### config.mk
export PLATFORM = sky130hd
export DESIGN_NAME = wam_score
export DESIGN_NICKNAME = d
export VERILOG_FILES = /design/src/rtl/wam_score.sv
export SDC_FILE = /design/constraint.sdc
export NUM_CORES = 1
export LEC_CHECK = 0
export ABC_AREA = 1
export CAP_MARGIN = 20
export CELL_PAD_IN_SITES_DETAIL_PLACEMENT = 1
export CELL_PAD_IN_SITES_GLOBAL_PLACEMENT = 1
export CORE_MARGIN = 2
export CORE_UTILIZATION = 40
export CTS_CLUSTER_SIZE = 12
export DETAILED_ROUTE_END_ITERATION = 16
export PLACE_DENSITY = 0.88
export SLEW_MARGIN = 30
export SYNTH_ARGS = -nofsm -noshare
export SYNTH_HDL_FRONTEND = slang
export SYNTH_SLANG_ARGS = --single-unit
### constraint.sdc
create_clock -name clk -period 5.25 [get_ports clk]
set_input_delay 0.525 -clock clk [delete_from_list [all_inputs] [get_ports clk]]
set_output_delay 0.525 -clock clk [all_outputs]
set_load 0.05 [all_outputs]
### src/rtl/wam_score.sv
// Whac-A-Mole scorer and round timer: packed-BCD score with saturation,
// BCD countdown of GAME_SEC seconds and the session best score.
module wam_score #(
   parameter int HIT_PTS  = 1,
   parameter int MISS_PTS = 1,
   parameter int GAME_SEC = 60
) (
   input  logic        clk,
   input  logic        rst_n,
   input  logic        tick_1hz,
   input  logic        start,
   input  logic        hit,
   input  logic        miss,
   output logic [11:0] score,
   output logic [11:0] best,
   output logic [7:0]  time_left,
   output logic        playing,
   output logic        over
);

   localparam logic [7:0] GAME_BCD = {4'(GAME_SEC / 10), 4'(GAME_SEC % 10)};
   localparam logic [3:0] HIT_D    = 4'(HIT_PTS);
   localparam logic [3:0] MISS_D   = 4'(MISS_PTS);

   typedef enum logic [1:0] {IDLE, PLAY, OVER} state_t;

   state_t      state, state_nxt;
   logic        start_q, hit_q, miss_q;
   logic        start_e, hit_e, miss_e;
   logic [11:0] score_nxt, best_nxt;
   logic [7:0]  time_nxt;

   // Add a single digit to the 3-digit BCD value; carry out of the MSD saturates to 999.
   function automatic logic [11:0] bcd_add(input logic [11:0] a, input logic [3:0] d);
      logic [4:0]  s;
      logic        c;
      logic [11:0] r;
      c = 1'b0;
      r = '0;
      for (int unsigned i = 0; i < 3; i++) begin
         s = {1'b0, a[4*i +: 4]} + {1'b0, ((i == 0) ? d : 4'd0)} + {4'd0, c};
         if (s > 5'd9) begin
            s = s + 5'd6;
            c = 1'b1;
         end else begin
            c = 1'b0;
         end
         r[4*i +: 4] = s[3:0];
      end
      return c ? 12'h999 : r;
   endfunction

   // Subtract a single digit; borrow out of the MSD floors the result at 000.
   function automatic logic [11:0] bcd_sub(input logic [11:0] a, input logic [3:0] d);
      logic [4:0]  s;
      logic        b;
      logic [11:0] r;
      b = 1'b0;
      r = '0;
      for (int unsigned i = 0; i < 3; i++) begin
         s = {1'b0, a[4*i +: 4]} - {1'b0, ((i == 0) ? d : 4'd0)} - {4'd0, b};
         if (s[4]) begin
            s = s - 5'd6;
            b = 1'b1;
         end else begin
            b = 1'b0;
         end
         r[4*i +: 4] = s[3:0];
      end
      return b ? '0 : r;
   endfunction

   function automatic logic [7:0] bcd_dec2(input logic [7:0] t);
      if (t[3:0] == 4'd0)
         return {t[7:4] - 4'd1, 4'd9};
      else
         return {t[7:4], t[3:0] - 4'd1};
   endfunction

   assign start_e = start & ~start_q;
   assign hit_e   = hit & ~hit_q;
   assign miss_e  = miss & ~miss_q;

   always_comb begin
      state_nxt = state;
      score_nxt = score;
      best_nxt  = best;
      time_nxt  = time_left;
      case (state)
         IDLE, OVER: begin
            if (start_e) begin
               state_nxt = PLAY;
               score_nxt = '0;
               time_nxt  = GAME_BCD;
            end
         end
         PLAY: begin
            if (hit_e)
               score_nxt = bcd_add(score, HIT_D);
            else if (miss_e)
               score_nxt = bcd_sub(score, MISS_D);
            if (tick_1hz) begin
               if (time_left == 8'h01) begin
                  time_nxt  = '0;
                  state_nxt = OVER;
                  // Valid BCD orders the same as plain binary, so a direct compare is digit-wise MSD first.
                  if (score_nxt > best)
                     best_nxt = score_nxt;
               end else begin
                  time_nxt = bcd_dec2(time_left);
               end
            end
         end
         default: state_nxt = IDLE;
      endcase
   end

   always_ff @(posedge clk) begin
      if (!rst_n) begin
         state     <= IDLE;
         score     <= '0;
         best      <= '0;
         time_left <= GAME_BCD;
         start_q   <= 1'b0;
         hit_q     <= 1'b0;
         miss_q    <= 1'b0;
      end else begin
         state     <= state_nxt;
         score     <= score_nxt;
         best      <= best_nxt;
         time_left <= time_nxt;
         start_q   <= start;
         hit_q     <= hit;
         miss_q    <= miss;
      end
   end

   assign playing = (state == PLAY);
   assign over    = (state == OVER);

endmodule

==> flow_metrics.py <==
metrics = {
    "synth": {
        "async_flop_share": 0,
        "netlist_area_um2": 2990,
        "yosysWarnings": 0,
        "synth_seq_cells": 37,
        "ys_seq_area_frac": 0.248,
        "avgSynthCellArea_um2": 6.74,
        "synth_nets": 481,
        "synth_ff_type": "dfxtp_1",
        "synth_cell_types": 41,
        "synth-edff-count": 0,
        "syn_inst": 443,
    },
    "finish": {
        "most-common-layout-cells": "nand2_1 (104), inv_1 (62), clkdlybuf4s50_1 (39), dfxtp_1 (35), ha_1 (29)",
        "finalNonFillerCells": 587,
        "drive_gt1_frac": 0.172,
        "diodes": 0,
        "synthToLayoutAreaGrowth_pct": 22.7,
        "final_common_cell": "nand2_1",
        "nNetsFinal": 525,
    },
    "floorplanning": {
        "start_util": 0.412,
        "rows": 31,
        "core_um2": 7250,
        "die_h_um": 90.4,
        "ios": 40,
        "die-area_um2": 8180,
        "dieWidth_um": 90.4,
    },
    "worst_setup_path": {
        "crit_path_top_delay_cell": "dfxtp_4",
        "cpMostUsedCell": "nand2_1",
        "startpoint_type": "flip-flop",
        "cp.arrival_ns": 5.22,
        "endpoint_kind": "flip-flop",
        "crit_fanout": 7,
        "path_class": "reg -> reg",
        "crit_required_ns": 5.46,
        "r2r_slack_ns": 0.24,
        "cpPeakStageDelay_ns": 0.39,
    },
    "placement": {
        "place_congestion": 0.886,
        "portBuffers": 39,
        "place_hpwl_mm": 7.07,
        "dp_cells": 573,
    },
    "sta": {
        "drv_slew": 0,
        "worst_slew_pin_slew_ns": 0.899,
        "fin_tns_setup_ns": 0,
        "timing_hold_violations_final": 0,
        "hold_ws_ns": 0.473,
        "fin_crit_sh": 0.955,
        "finalSetupViolations": 0,
        "finClkSkew_ns": 0.0129,
        "fmax_mhz": 199,
        "slew_headroom": 0.397,
        "finalCriticalPeriod_ns": 5.01,
    },
    "clock_network": {
        "cts_tree": "done",
        "htreeDepth": 2,
        "clockBufferDepth": 2,
        "clk_latency_ns": 0.30,
        "clk_pin_slew_ns": 0.09,
        "cts_root_buf": "clkbuf_8",
        "cts_num_sinks": 37,
        "cts_buffers": 5,
    },
    "power_and_ir_drop": {
        "irDropWorstVdd_v": 0.000127,
        "p_per_area_nw_per_um2": 250,
        "p_leak_nw": 1.64,
        "p_total_w": 0.000915,
    },
    "hold_path": {
        "hp-class": "reg -> reg",
    },
    "route": {
        "drc": 0,
        "drtPass1Iterations": 4,
        "routed_wl_mm": 9.56,
        "wire_per_inst_um": 16.3,
        "drtIter0Drc": 113,
        "vias": 3119,
        "antenna_left": 0,
        "viasPerCell": 5.31,
    },
    "global_routing": {
        "antenna_found_initial": 0,
        "grt_usage": 0.230,
        "grt_first_pass_wirelength_mm": 15.4,
        "grt_max_degree": 27,
        "grt_pass1_vias": 3251,
        "gr-total-overflow": 0,
    },
    "outcome": {
        "status": "completed",
    },
    "run": {
        "maxCapViolations": 0,
    },
}
## cell type report
type	count	area [um2]
Inverter	73	279
Sequential cell	37	748
Tap cell	99	124
Multi-Input combinational cell	323	1950
Clock buffer	5	68.8
Timing Repair Buffer	46	443
Fill cell	969	3590
Timing Repair inverter	1	8.76
Clock inverter	3	43.8
## power by group
part | internal (W) | total (W) | switching [W] | leakage [nW]
combinational | 0.000116 | 0.000342 | 0.000226 | 1.28
sequential | 0.000292 | 0.000310 | 0.0000175 | 0.302
clock | 0.000143 | 0.000263 | 0.000121 | 0.0585
## cell families after synthesis
family	count (synthesis)	share of synthesized area
XOR/XNOR	5	0.0172
adder cells (fa/ha/maj)	32	0.134
AND/OR/NAND/NOR	216	0.340
flip-flops	37	0.248
AO/OA/AOI/OAI	69	0.135
buffers and inverters	84	0.126
## path summary, 6_finish.rpt
kind	startpoint	end	cells past startpoint
max	score[1]	best[9]	36
min	state[1]	state[1]	2
max reg2reg	score[1]	best[9]	36
min reg2reg	state[1]	state[1]	2
## critical path, delay by kind of cell (launching register included)
kind / cells / cell delay, ns
flip-flops: 1 / 0.39
adder cells (fa/ha/maj): 7 / 1.71
buffers and inverters: 6 / 0.47
AO/OA/AOI/OAI: 2 / 0.24
AND/OR/NAND/NOR: 21 / 2.11
## cell usage after synthesis (4+ instances only)
cell / number / area share
nand3_1: 28 / 0.047
buf_6: 5 / 0.019
xor2_1: 4 / 0.012
o21ai_0: 19 / 0.032
nor2_1: 30 / 0.038
dfxtp_1: 37 / 0.25
a21oi_1: 28 / 0.047
ha_1: 32 / 0.13
inv_2: 6 / 0.0075
nand2_1: 108 / 0.14
a21oi_2: 9 / 0.026
inv_1: 63 / 0.079
nand2_2: 16 / 0.034
nand4_1: 5 / 0.010
or2_2: 4 / 0.0084
nor3_1: 7 / 0.012
nand3_2: 5 / 0.017
o22ai_1: 4 / 0.0084
## state kept, by name (all words and copies together) (netlist names)
register and cells:
time_left 8, state 2, hit_q 1, start_q 1
score 12, best 12, miss_q 1
## timing repair
item                                    in CTS  in global routing
pin swaps                                    2                  4
resized for setup                            9                 17
endpoints found under the setup margin      12                 12
gates cloned                                 2                  0
endpoints found under the hold margin        0                  0
hold buffers                                 0                  0
setup buffers                                2                  2
## per-stage QoR
step | util | setup slack (ns) | area [um2]
floorplan | - | 0.222 | 2990
global placement | 0.472 | 0.190 | 3420
detailed placement | 0.472 | -0.199 | 3420
CTS | 0.494 | 0.00659 | 3590
global route | 0.505 | -0.0722 | 3660
finish | 0.505 | 0.236 | 3660
## routing by layer
layer / part of all wire / GRT usage
met1: 0.44 / 0.269
met2: 0.51 / 0.424
met3: 0.032 / 0.0401
met4: 0.025 / 0.0731
met5: 0 / 0
Note: power is estimated with default switching activity, not from simulation.
